$ cat src/rtl/neurosync_pkg.sv
// Shared definitions for the neurosync controller: UC state codes, question opcodes
// and the UC control bundle with its Moore decode.
package neurosync_pkg;

  typedef enum logic [3:0] {
    ST_INICIAL      = 4'd0,
    ST_PREPARA      = 4'd1,
    ST_ESCOLHE_MODO = 4'd2,
    ST_REGISTRA     = 4'd3,
    ST_PREP_JOGO    = 4'd4,
    ST_SET_POS      = 4'd5,
    ST_ESPERA_PLAY  = 4'd6,
    ST_ESPERA_FAIXA = 4'd7,
    ST_ACERTO       = 4'd8,
    ST_PROX         = 4'd9,
    ST_ERRO         = 4'd10,
    ST_GANHOU       = 4'd11,
    ST_PERDEU       = 4'd12
  } state_t;

  localparam logic [1:0] OP_BOTOES = 2'b00;
  localparam logic [1:0] OP_SERVO  = 2'b01;
  localparam logic [1:0] OP_FAIXA  = 2'b10;
  localparam logic [1:0] OP_LIVRE  = 2'b11;

  typedef struct packed {
    logic zera;
    logic registra_modo;
    logic zera_prep_jogo;
    logic set_pos;
    logic conta_pergunta;
    logic jogando;
    logic medir;
    logic enable_mov;
    logic show_leds_servo;
    logic zera_idle;
    logic conta_idle;
    logic win;
    logic pronto;
  } uc_ctrl_t;

  // Moore output decode for a given state; opcode only matters in ESPERA_PLAY.
  function automatic uc_ctrl_t decode_ctrl(input state_t st, input logic [1:0] opcode);
    uc_ctrl_t c;
    c = '0;
    case (st)
      ST_PREPARA: begin
        c.zera      = 1'b1;
        c.zera_idle = 1'b1;
      end
      ST_ESCOLHE_MODO: begin
        c.enable_mov      = 1'b1;
        c.show_leds_servo = 1'b1;
      end
      ST_REGISTRA: c.registra_modo = 1'b1;
      ST_PREP_JOGO: begin
        c.zera_prep_jogo = 1'b1;
        c.zera_idle      = 1'b1;
      end
      ST_SET_POS: begin
        c.set_pos         = 1'b1;
        c.jogando         = 1'b1;
        c.show_leds_servo = 1'b1;
      end
      ST_ESPERA_PLAY: begin
        c.jogando         = 1'b1;
        c.show_leds_servo = 1'b1;
        c.enable_mov      = (opcode == OP_SERVO);
      end
      ST_ESPERA_FAIXA: begin
        c.jogando    = 1'b1;
        c.medir      = 1'b1;
        c.conta_idle = 1'b1;
      end
      ST_ACERTO: c.jogando = 1'b1;
      ST_PROX:   c.conta_pergunta = 1'b1;
      ST_GANHOU: begin
        c.win    = 1'b1;
        c.pronto = 1'b1;
      end
      ST_PERDEU: c.pronto = 1'b1;
      default: c = '0;
    endcase
    return c;
  endfunction

endpackage

$ cat src/rtl/edge_detector.sv
// Rising-edge pulse generator; the first cycle after reset is masked so a level
// already high at reset release does not count as an edge.
module edge_detector (
  input  logic clock,
  input  logic reset,
  input  logic sinal,
  output logic pulso_c
);

  logic prev_q, prev_d;
  logic armed_q, armed_d;

  always_comb begin
    prev_d  = sinal;
    armed_d = 1'b1;
  end

  always_ff @(posedge clock or posedge reset) begin
    if (reset) begin
      prev_q  <= 1'b0;
      armed_q <= 1'b0;
    end else begin
      prev_q  <= prev_d;
      armed_q <= armed_d;
    end
  end

  assign pulso_c = armed_q & sinal & ~prev_q;

endmodule

$ cat src/rtl/neurosync_controller_single_uc.sv
// Control unit for neurosync_controller_single_fd: mode select, 8 questions with a
// lives counter, then GANHOU or PERDEU. Outputs are registered alongside the state.
module neurosync_controller_single_uc
  import neurosync_pkg::*;
#(
  parameter int unsigned N_VIDAS = 3,
  parameter int unsigned VIDAS_W = 2
) (
  input  logic               clock,
  input  logic               reset,
  input  logic               jogar,
  input  logic               confirma,
  input  logic               pronto_play,
  input  logic               acertou_play,
  input  logic               acertou_faixa,
  input  logic               fim_idle,
  input  logic [1:0]         opcode,
  input  logic               is_ultima_pergunta,
  output logic               zera,
  output logic               registra_modo,
  output logic               zera_prep_jogo,
  output logic               set_pos,
  output logic               conta_pergunta,
  output logic               jogando,
  output logic               medir,
  output logic               enable_mov,
  output logic               show_leds_servo,
  output logic               zera_idle,
  output logic               conta_idle,
  output logic               win,
  output logic               pronto,
  output logic [VIDAS_W-1:0] vidas,
  output logic [3:0]         db_estado
);

  state_t               state_q, state_d;
  uc_ctrl_t             ctrl_q, ctrl_d;
  logic [VIDAS_W-1:0]   vidas_q, vidas_d;
  logic                 jogar_p, confirma_p;

  edge_detector u_ed_jogar (
    .clock   (clock),
    .reset   (reset),
    .sinal   (jogar),
    .pulso_c (jogar_p)
  );

  edge_detector u_ed_confirma (
    .clock   (clock),
    .reset   (reset),
    .sinal   (confirma),
    .pulso_c (confirma_p)
  );

  // Next state, lives bookkeeping and the output bundle that goes with the next state.
  always_comb begin
    state_d = state_q;
    vidas_d = vidas_q;
    case (state_q)
      ST_INICIAL:      if (jogar_p) state_d = ST_PREPARA;
      ST_PREPARA:      state_d = ST_ESCOLHE_MODO;
      ST_ESCOLHE_MODO: if (confirma_p) state_d = ST_REGISTRA;
      ST_REGISTRA:     state_d = ST_PREP_JOGO;
      ST_PREP_JOGO:    state_d = ST_SET_POS;
      ST_SET_POS: begin
        case (opcode)
          OP_FAIXA: state_d = ST_ESPERA_FAIXA;
          OP_LIVRE: state_d = ST_ACERTO;
          default:  state_d = ST_ESPERA_PLAY;
        endcase
      end
      ST_ESPERA_PLAY:  if (pronto_play) state_d = acertou_play ? ST_ACERTO : ST_ERRO;
      ST_ESPERA_FAIXA: begin
        if (acertou_faixa)  state_d = ST_ACERTO;
        else if (fim_idle)  state_d = ST_ERRO;
      end
      ST_ACERTO:       state_d = is_ultima_pergunta ? ST_GANHOU : ST_PROX;
      ST_PROX:         state_d = ST_PREP_JOGO;
      ST_ERRO:         state_d = (vidas_q <= VIDAS_W'(1)) ? ST_PERDEU : ST_PREP_JOGO;
      ST_GANHOU:       if (jogar_p) state_d = ST_PREPARA;
      ST_PERDEU:       if (jogar_p) state_d = ST_PREPARA;
      default:         state_d = ST_INICIAL;
    endcase

    // Reload as PREPARA is entered so the fresh count is visible during PREPARA.
    if (state_d == ST_PREPARA) begin
      vidas_d = VIDAS_W'(N_VIDAS);
    end else if (state_q == ST_ERRO && vidas_q != '0) begin
      vidas_d = vidas_q - VIDAS_W'(1);
    end

    ctrl_d = decode_ctrl(state_d, opcode);
  end

  always_ff @(posedge clock or posedge reset) begin
    if (reset) begin
      state_q <= ST_INICIAL;
      ctrl_q  <= '0;
      vidas_q <= VIDAS_W'(N_VIDAS);
    end else begin
      state_q <= state_d;
      ctrl_q  <= ctrl_d;
      vidas_q <= vidas_d;
    end
  end

  assign zera            = ctrl_q.zera;
  assign registra_modo   = ctrl_q.registra_modo;
  assign zera_prep_jogo  = ctrl_q.zera_prep_jogo;
  assign set_pos         = ctrl_q.set_pos;
  assign conta_pergunta  = ctrl_q.conta_pergunta;
  assign jogando         = ctrl_q.jogando;
  assign medir           = ctrl_q.medir;
  assign enable_mov      = ctrl_q.enable_mov;
  assign show_leds_servo = ctrl_q.show_leds_servo;
  assign zera_idle       = ctrl_q.zera_idle;
  assign conta_idle      = ctrl_q.conta_idle;
  assign win             = ctrl_q.win;
  assign pronto          = ctrl_q.pronto;
  assign vidas           = vidas_q;
  assign db_estado       = state_q;

endmodule
$ cat config.mk
export PLATFORM = sky130hd
export DESIGN_NAME = neurosync_controller_single_uc
export DESIGN_NICKNAME = d
export VERILOG_FILES = /design/src/rtl/neurosync_pkg.sv /design/src/rtl/edge_detector.sv /design/src/rtl/neurosync_controller_single_uc.sv
export SDC_FILE = /design/constraint.sdc
export NUM_CORES = 1
export LEC_CHECK = 0
export BUFFER_PORTS_ARGS = -buffer_cell sky130_fd_sc_hd__buf_4
export CAP_MARGIN = 25
export CORE_UTILIZATION = 51
export DETAILED_ROUTE_END_ITERATION = 10
export PLACE_DENSITY = 0.87
export SYNTH_ARGS = -nofsm -noshare
export SYNTH_HDL_FRONTEND = slang
export SYNTH_SLANG_ARGS = --single-unit
$ cat constraint.sdc
create_clock -name clock -period 2.05 [get_ports clock]
set_input_delay 0.5125 -clock clock [delete_from_list [all_inputs] [get_ports clock]]
set_output_delay 0.5125 -clock clock [all_outputs]
set_load 0.02 [all_outputs]
### Word-level counts from Yosys, hierarchy flattened

Cells that the tools add are included.

* output and inout port bits: 19
* bits in registers: 21
* bits of input ports: 11
* logic and storage cells: 85

* $lt $le $gt $ge: 1
* reductions and logical operators: 10
* bitwise gates (word level): 6
* equality and inequality tests: 26
* mux-type cells: 24
* add/sub/neg operators: 1

Operators by type and width (number)
* $pmux 4 s10: 1
* $eq 4x4->1 const B: 9
* $eq 4x3->1 const B: 8
* $mux 4: 6
* $eq 4x2->1 const B: 4
* $mux 1: 11
* $eq 4x1->1 const B: 2
* $mux 2: 4
* $pmux 4 s2: 1
* $reduce_or 2->1: 3
* $reduce_or 3->1: 2
* $and 1x1->1: 4
* $eq 2x2->1 const B: 2
* $logic_not 4->1: 1
* $reduce_bool 2->1: 2
* $reduce_or 4->1: 1
* $eq 2x1->1 const B: 1
* $le 2x1->1 const B: 1
* $not 1->1: 2
* $pmux 1 s2: 1
* $sub 2x1->2 const B: 1
* $logic_and 1x1->1: 1

### Longest topological paths before layout

Gate-level depths: netlist of the first run.

* depth after elaboration: 7
* gate-level depth with buffers: 7

### Cells and area by module

Synthesis of the first run repeated with hierarchy kept, for this count alone.

* cells, all modules: 118
* area total of the unflattened synthesis: 1203.7 µm²

Modules (own cells, without submodules)
* neurosync_controller_single_uc: area each 1071.0 µm², sequential area each 452.9 µm², instances 1, cells each 108
* edge_detector: area each 66.3 µm², sequential area each 50.0 µm², instances 2, cells each 5

### Worst setup path before layout of the first run

No wires, ideal clock.

* path type: register to register
* start: register state_q[0] (netlist: db_estado[0])
* end: register ctrl_q (netlist bit zera_prep_jogo)
* slack: 0.082 ns
* data arrival time: 1.832 ns
* cell stages (with the launch flop): 8
* period minus slack after synthesis: 1.968 ns
* setup time: 0.136 ns
* data required time: 1.914 ns
* cell sequence: dfrtp_1 -> buf_2 -> buf_4 -> or4b_1 -> o311ai_0 -> a21oi_1 -> and2_1 -> nor3b_2

RTL lines
* start: declaration: RTL line neurosync_controller_single_uc.sv:36 `state_t state_q, state_d;`
* start signal: assignment: RTL line neurosync_controller_single_uc.sv:101 `state_q <= state_d;`
* end signal: assignment: RTL line neurosync_controller_single_uc.sv:102 `ctrl_q <= ctrl_d;`
* end: declaration: RTL line neurosync_controller_single_uc.sv:37 `uc_ctrl_t ctrl_q, ctrl_d;`

==> summary.txt, run 1 <==
Post-synthesis xor/xnor area fraction: 0.0298
Std cell rows: 17
Worst path arrival time: 2270 ps
Worst IR drop on VDD: 1.11 mV
Async S/R FF share, synth: 1.00
Largest family of logic cells by synthesized area: simple AND/OR/NAND/NOR gates
Share of layout cells above drive strength 1: 0.392
Post-synthesis sequential area ratio: 0.449
Worst hold path class: primary input to async pin
Clock network power share: 0.087
Total GRT Usage: 0.216
Maximum root-to-sink buffer count: 2
Area leader, netlist: dfrtp_1
Kind of start point of the critical path: register
Horiz. Die Dim: 50.0 um
Filler instances: 166
Port Buffers: 29
Synthesized area: 0.00117 mm2
PwrDens: 1490 mW/mm2
Type of element capturing the critical path: register
Number of global-route vias before repair: 868
Syn Inst Count: 113
Layout net count: 162
Top post-synthesis cells by area: dfrtp_1, dfstp_2, inv_1, buf_6, nand3b_1
Ant. Diodes: 0
First-pass GRT wire length: 3950 um
Synth Register Bits: 21
Max-cap violation count: 0
Actual slew at the worst max-slew pin: 755 ps
Post-synthesis mux area share: 0
WL per Instance: 14.4 um
Commonest cells after routing, fill and taps aside: buf_4, dfrtp_1, inv_1
Gp weighted congestion: 0.860
Root Buffer Master: clkbuf_4
Sw Ratio: 0.432
Post-layout util: 0.679
Area of the multi-input gates: 554 um2
Area Growth Syn to Fin: 26.6%
RSZ-0062 raised after global routing: yes
Outcome: finished clean
Num ports: 30
Final WL: 2540 um
Total CTS buffers: 3
Top cell type's share of synthesized area: 0.405
Non-filler cells, final: 176
DRC Markers: 0
Post-layout min period: 2020 ps
Chip Height: 50.0 um
Initial antenna violation count: 0
Relative slew slack: 0.496
Endpoints failing hold: 0
Cells after DPL: 167
Combinational power share: 0.613
Die Area: 0.00250 mm2
Final Max Tran Viols: 0
Clock sink count: 21
Number of enable flip-flop cells after synthesis: 0
Synthesis Warnings: 0
Internal power: 1.26 mW
Worst EP required: 2300 ps
Cell variety after synth: 47
Starting Density: 0.536
Primary FF master, synth: dfrtp_1
Static leakage: 0.705 nW
Register share of total power: 0.300
Via count: 951
Synth Area per Inst: 10.4 um2
NetSw: 0.954 mW
Achievable Freq: 494 MHz
Compound-gate portion of the synthesized area: 0.161
Final Setup Violations: 0
H-tree depth: 1
Avg Vias per Cell: 5.40
Clock tree from TritonCTS: yes
Post-DP HPWL: 1880 um
Register area: 532 um2
DRT iter0 DRCs: 23
Syn Nets: 126
Clk_skew: 8.20 ps
Period utilization: 0.987
Critical path class: register to register
Most common cell after layout, fill and taps aside: buf_4
Largest net degree at the start of global routing: 22
Crit-path max FO: 10
Post-route ant nets: 0
GRT Residual Overflow: 0
First-pass iteration count of the detailed router: 4
Clk slew on worst S/H paths: 120 ps
Clock Latency Late Sink: 300 ps
Placeable core area: 0.00219 mm2
Post-synthesis adder-cell area fraction: 0.0213
Worst Reg-to-Reg Cells: 6
Synthesized-area fraction occupied by and/or/nand/nor cells: 0.252
-- metrics by stage --
step | total power [mW] | cell area, um2 | worst slack (ps) | hold WS, ps | TNS [ps]
floorplan | 1.52 | 1170 | 81.8 | 395 | 0
global placement | 1.82 | 1400 | 86.0 | 412 | 0
detailed placement | 1.87 | 1400 | -58.7 | 414 | -84.5
CTS | 2.07 | 1430 | 18.4 | 320 | 0
global route | 2.35 | 1490 | -69.2 | 313 | -116
finish | 2.21 | 1490 | 26.7 | 327 | 0
-- metal layers --
metal	wire, um	share of wire	vias up	track usage
met5	0	0	-	0
met4	36	0.014	0	0.0476
met3	152	0.060	5	0.0679
met2	1300	0.51	40	0.378
met1	1050	0.41	439	0.254
li1	-	-	467	-
-- cell usage after synthesis (2+ instances only) --
cell      count
nand3_1       2
dfrtp_1      19
nand2_1       7
ha_1          2
dfstp_2       2
nor3b_1       3
buf_6         3
inv_1         9
or3b_2        2
o21bai_1      2
buf_4         2
nor2b_1       2
a21oi_1       5
o21ai_0       5
nand3b_1      4
buf_2         3
xnor2_1       3
nor3_1        4
a211oi_1      2
nand2b_1      3
nor2_1        3
-- area by class of cell --
cell class,instances,share of cell area
well taps,28,0.0235
multi-input cells,75,0.373
inverters,9,0.0227
clock buffers,3,0.0151
repair buffers,39,0.205
clock inverters,1,0.00336
flip-flops and latches,21,0.357
-- state kept, by name (all words and copies together) (netlist names) --
| register | flops |
|---|---|
| db_estado | 4 |
| vidas | 2 |
| conta_idle | 1 |
| conta_pergunta | 1 |
| enable_mov | 1 |
| jogando | 1 |
| pronto | 1 |
| registra_modo | 1 |
| set_pos | 1 |
| show_leds_servo | 1 |
| u_ed_confirma.armed_q | 1 |
| u_ed_confirma.prev_q | 1 |
| u_ed_jogar.prev_q | 1 |
| win | 1 |
| zera | 1 |
| zera_idle | 1 |
| zera_prep_jogo | 1 |
-- repair_timing --
action                                  4_1_cts  5_1_grt
resized for setup                             1        3
endpoints found under the hold margin         0        0
endpoints found under the setup margin        2        8
pin swaps                                     0        1
hold buffers                                  0        0
setup buffers                                 0        5
-- worst paths after layout --
kind,from,to,slack (ps)
max in group asynchronous,reset,db_estado[1]$_DFF_PP0_,1200
max reg2reg,db_estado[1]$_DFF_PP0_,zera_idle$_DFF_PP0_,30
min in group clock,confirma,u_ed_confirma.prev_q$_DFF_PP0_,330
max,db_estado[1]$_DFF_PP0_,zera_idle$_DFF_PP0_,30
min,reset,db_estado[0]$_DFF_PP0_,330
min reg2reg,u_ed_confirma.prev_q$_DFF_PP0_,registra_modo$_DFF_PP0_,430
-- power by group through the flow --
stage	combinational, mW	sequential, mW	clock [mW]
floorplan	0.780	0.743	0
global placement	1.13	0.689	0
detailed placement	1.18	0.696	0
CTS	1.18	0.691	0.196
global route	1.46	0.679	0.211
finish	1.35	0.663	0.193
-- cell families (layout without fill, tap and decap cells) --
| group | Yosys count | in the layout |
|---|---|---|
| simple gates | 43 | 43 |
| compound gates | 25 | 25 |
| flops | 21 | 21 |
| buf+inv | 17 | 52 |
| xor+xnor | 4 | 4 |
| fa+ha+maj | 2 | 2 |
| other cells | 1 | 1 |
-- worst max-delay path: stages (launching register included) --
cell and delay [ps]:
dfrtp_2 460, clkbuf_4 190, nor3b_1 140, o21a_1 210, or4b_4 540, xnor2_1 230, and3_1 190
Note: power is estimated with default switching activity, not from simulation.
==> inputs of run 2 (changes only) <==
--- a/config.mk
+++ b/config.mk
@@ -7,7 +7,9 @@
 export LEC_CHECK = 0
 export BUFFER_PORTS_ARGS = -buffer_cell sky130_fd_sc_hd__buf_4
 export CAP_MARGIN = 25
-export CORE_UTILIZATION = 51
+export CELL_PAD_IN_SITES_DETAIL_PLACEMENT = 0
+export CELL_PAD_IN_SITES_GLOBAL_PLACEMENT = 1
+export CORE_UTILIZATION = 39
 export DETAILED_ROUTE_END_ITERATION = 10
 export PLACE_DENSITY = 0.87
 export SYNTH_ARGS = -nofsm -noshare
==> summary.txt, run 2 (same netlist as run 1, synthesis figures left out) <==
Outcome: complete, but fails checks
Failing checks: design-rule violations
Clock network power share: 0.091
Worst IR drop on VDD: 0.884 mV
H-tree depth: 1
Ant. Diodes: 0
Post-DP HPWL: 1870 um
Starting Density: 0.419
Via count: 948
Kind of start point of the critical path: register
Port Buffers: 29
Static leakage: 0.720 nW
CP max-delay cell: o311ai_0
GRT Residual Overflow: 0
Placeable core area: 0.00281 mm2
Type of element capturing the critical path: register
Final Max Tran Viols: 0
Clock tree from TritonCTS: yes
Post-layout min period: 2000 ps
Filler instances: 254
Commonest cells after routing, fill and taps aside: buf_4, dfrtp_1, inv_1
Crit path cell chain: nand2b_2 -> o311ai_0 -> a21oi_1 -> and2_1 -> and3_1
PwrDens: 1440 mW/mm2
Clock Latency Late Sink: 300 ps
First-pass iteration count of the detailed router: 7
Setup tns final: 0 ps
Largest net degree at the start of global routing: 22
Die Area: 0.00324 mm2
Power Total: 2.20 mW
Worst EP required: 2250 ps
Crit-path max FO: 11
Critical path class: register to register
Worst path arrival time: 2200 ps
Achievable Freq: 500 MHz
Clk slew on worst S/H paths: 130 ps
First-pass GRT wire length: 4260 um
Gp weighted congestion: 0.865
Initial antenna violation count: 0
Max-cap violation count: 0
WL per Instance: 14.2 um
Total CTS buffers: 3
Number of flip-flops in the largest register: 4
CP peak stage delay: 530 ps
Worst hold path class: primary input to async pin
DRC Markers: 5
Num ports: 30
Total GRT Usage: 0.168
Area Growth Syn to Fin: 29.6%
Internal power: 1.24 mW
CTS Hold Bufs: 0
Register share of total power: 0.311
Period utilization: 0.976
Std cell rows: 19
NetSw: 0.956 mW
Horiz. Die Dim: 56.9 um
Endpoints failing hold: 0
Combinational power share: 0.598
Final Setup Violations: 0
Sw Ratio: 0.435
Actual slew at the worst max-slew pin: 532 ps
Share of layout cells above drive strength 1: 0.430
Most common cell after layout, fill and taps aside: buf_4
Layout net count: 163
Post-route ant nets: 0
Clock sink count: 21
Number of global-route vias before repair: 909
Root Buffer Master: clkbuf_4
Chip Height: 56.9 um
Clk_skew: 10.1 ps
Maximum root-to-sink buffer count: 2
Avg Vias per Cell: 5.27
Final WL: 2560 um
Relative slew slack: 0.641
DRT iter0 DRCs: 48
run 2: worst paths after layout:
path / end / cells past startpoint / slack, ps / from
worst max register to register: zera_idle$_DFF_PP0_ / 5 / 50 / db_estado[2]$_DFF_PP0_
worst min-delay path: db_estado[2]$_DFF_PP0_ / 3 / 220 / reset
max in group asynchronous: vidas[1]$_DFFE_PP1P_ / 3 / 1560 / reset
worst min register to register: registra_modo$_DFF_PP0_ / 1 / 440 / u_ed_confirma.prev_q$_DFF_PP0_
worst max-delay path: zera_idle$_DFF_PP0_ / 5 / 50 / db_estado[2]$_DFF_PP0_
min in group clock: u_ed_confirma.prev_q$_DFF_PP0_ / 1 / 310 / confirma
run 2: critical path, delay by kind of cell, from the launching register on:
| family | cells | cell delay [ps] |
|---|---|---|
| DFF | 1 | 500 |
| AOI/OAI and AO/OA | 2 | 690 |
| and+or+nand+nor | 3 | 700 |
run 2: cell type report:
class / count / area, um2 / share of cell area
repair buffers: 40 / 300 / 0.197
inverters: 9 / 33.8 / 0.0222
well taps: 31 / 38.8 / 0.0255
clock inverters: 1 / 5.00 / 0.00329
flip-flops and latches: 21 / 533 / 0.350
clock buffers: 3 / 22.5 / 0.0148
multi-input cells: 75 / 589 / 0.387
run 2: power by group through the flow:
stage               Sequential [mW]  Combinational [mW]  Clock [mW]
floorplan                     0.743               0.780           0
detailed placement            0.676                1.22           0
global route                  0.706                1.44       0.224
finish                        0.683                1.31       0.201
CTS                           0.668                1.22       0.206
global placement              0.675                1.20           0
run 2: timing repair:
item                       4_1_cts  5_1_grt
gates resized for setup          0       13
setup endpoints to repair        0        8
setup buffers                    0        2
run 2: layer usage:
| metal | track usage | routed length (um) |
|---|---|---|
| met4 | 0.0523 | 31 |
| met2 | 0.264 | 1250 |
| met1 | 0.242 | 1180 |
| met3 | 0.0207 | 95 |
| met5 | 0 | 0 |
run 2: through the flow:
step	setup slack [ps]	hold WS [ps]	cell area, um2	instances	utilization
after floorplan	81.8	395	1170	113	-
after global placement	80.2	412	1440	174	0.512
after detailed placement	-15.6	418	1440	174	0.512
after CTS	33.3	225	1460	178	0.521
after global routing	-34.5	223	1520	180	0.543
final	49.6	218	1520	180	0.543
==> inputs of run 3 (changes only) <==
--- a/config.mk
+++ b/config.mk
@@ -10,8 +10,10 @@
 export CELL_PAD_IN_SITES_DETAIL_PLACEMENT = 0
 export CELL_PAD_IN_SITES_GLOBAL_PLACEMENT = 1
 export CORE_UTILIZATION = 39
+export CTS_CLUSTER_SIZE = 12
 export DETAILED_ROUTE_END_ITERATION = 10
 export PLACE_DENSITY = 0.87
+export RECOVER_POWER = 100
 export SYNTH_ARGS = -nofsm -noshare
 export SYNTH_HDL_FRONTEND = slang
 export SYNTH_SLANG_ARGS = --single-unit
==> constraint.sdc (replaced) <==
create_clock -name clock -period 2 [get_ports clock]
set_input_delay 0.5 -clock clock [delete_from_list [all_inputs] [get_ports clock]]
set_output_delay 0.5 -clock clock [all_outputs]
set_load 0.02 [all_outputs]
==> summary.txt, run 3 (same netlist as run 1, synthesis figures left out) <==
Initial antenna violation count: 0
Register share of total power: 0.290
DRC Markers: 4
Root Buffer Master: clkbuf_4
Internal power: 1.36 mW
Gr busiest metal: met2
Endpoints failing hold: 0
Gp weighted congestion: 0.836
Post-layout util: 0.557
Placeable core area: 0.00281 mm2
Cell family with most CP delay: simple AND/OR/NAND/NOR gates
Share of layout cells above drive strength 1: 0.431
Actual slew at the worst max-slew pin: 1100 ps
Static leakage: 0.752 nW
Failing checks: design-rule violations
Capture point of the worst reg-to-reg path: zera_idle$_DFF_PP0_
NetSw: 0.988 mW
Met1 usage: 0.235
Total GRT Usage: 0.170
RSZ-0062 raised after global routing: yes
Relative slew slack: 0.269
Worst EP required: 2200 ps
PwrDens: 1500 mW/mm2
Area after DPL: 0.00149 mm2
Setup tns final: 0 ps
WL per Instance: 14.0 um
Largest net degree at the start of global routing: 22
CTS Hold Bufs: 0
Worst Reg-to-Reg Cells: 6
Worst Hold End: u_ed_confirma.prev_q$_DFF_PP0_
Type of element capturing the critical path: register
Starting Density: 0.419
Final Setup Violations: 0
Achievable Freq: 519 MHz
Pre-CTS WS: -61.1 ps
Clk slew on worst S/H paths: 120 ps
Avg Vias per Cell: 5.27
Port Buffers: 29
Clock sink count: 21
Num ports: 30
Reg2Reg Setup Slack: 70 ps
CP peak stage delay: 580 ps
Crit-path max FO: 12
Chip Height: 56.9 um
First-pass GRT wire length: 4170 um
Post-DP HPWL: 1950 um
Worst IR drop on VDD: 0.719 mV
Hold Path Depth: 1
First-pass iteration count of the detailed router: 7
Setup ws final: 74.8 ps
Post-layout min period: 1930 ps
Post-route ant nets: 0
Kind of start point of the critical path: register
Total CTS buffers: 3
Critical path class: register to register
Area Growth Syn to Fin: 33.0%
Finished Cell Area: 0.00156 mm2
Via count: 1,007
Period utilization: 0.963
Commonest cells after routing, fill and taps aside: buf_4, dfrtp_1, inv_1
Bufs and invs on worst path: 1
Max-cap violation count: 0
H-tree depth: 1
Final WL: 2670 um
Met2 usage: 0.267
Outcome: complete, but fails checks
Met3 track demand over resource: 0.0276
Die Area: 0.00324 mm2
Crit path cell chain: buf_4 -> xor2_1 -> o22ai_1 -> or4b_4 -> xnor2_1 -> and3_1
Filler instances: 262
Clk_skew: 3.33 ps
Clock network power share: 0.087
Worst path arrival time: 2120 ps
Maximum root-to-sink buffer count: 2
Clock tree from TritonCTS: yes
Ant. Diodes: 0
CP max-delay cell: or4b_4
Layout net count: 174
Final Max Tran Viols: 0
Clock Latency Late Sink: 300 ps
DRT iter0 DRCs: 50
Number of flip-flops in the largest register: 4
Std cell rows: 19
Most common cell after layout, fill and taps aside: buf_4
R2R Path Start: db_estado[1]$_DFF_PP0_
GRT Residual Overflow: 0
HP Start: confirma
Horiz. Die Dim: 56.9 um
Combinational power share: 0.623
Sw Ratio: 0.421
Number of global-route vias before repair: 901
Worst hold path class: primary input to register
-- run 3: stage by stage --
step / power (mW) / std cells / hold slack, ps
2_1_floorplan: 1.56 / 113 / 395
3_3_place_gp: 2.01 / 181 / 410
3_5_place_dp: 2.04 / 181 / 420
4_1_cts: 2.25 / 185 / 208
5_1_grt: 2.52 / 191 / 312
6_report: 2.35 / 191 / 328
-- run 3: cell type report --
class	count	area (um2)	area share
multi-input combinational	75	554	0.355
clock inverter	1	5.00	0.00320
timing repair buffer	51	375	0.240
tap	31	38.8	0.0248
clock buffer	3	22.5	0.0144
sequential	21	533	0.341
inverter	9	33.8	0.0216
-- run 3: what timing repair did --
action                                  CTS  global route
endpoints found under the setup margin    1            10
setup buffers                             0             6
resized for setup                         0             7
pin swaps                                 1             2
-- run 3: worst max-delay path by stage --
stage                                     endpoint  depth (start not counted)                   start
after floorplan           zera_prep_jogo$_DFF_PP0_                          7  db_estado[0]$_DFF_PP0_
after global placement    zera_prep_jogo$_DFF_PP0_                          6               opcode[1]
after detailed placement      vidas[1]$_DFFE_PP1P_                          6                fim_idle
after CTS                     vidas[1]$_DFFE_PP1P_                          7  db_estado[1]$_DFF_PP0_
after global routing          vidas[0]$_DFFE_PP1P_                          7  db_estado[1]$_DFF_PP0_
final                          zera_idle$_DFF_PP0_                          6  db_estado[1]$_DFF_PP0_
-- run 3: routing by layer --
metal,up-vias,share of wire
met5,-,0
met2,38,0.48
met3,2,0.049
met1,477,0.46
met4,0,0.0082
li1,490,-
-- run 3: power by group through the flow --
stage	logic, mW	registers, mW	clock network (mW)
floorplan	0.799	0.761	0
global placement	1.32	0.688	0
detailed placement	1.35	0.688	0
CTS	1.35	0.681	0.214
global route	1.58	0.701	0.234
finish	1.46	0.681	0.203
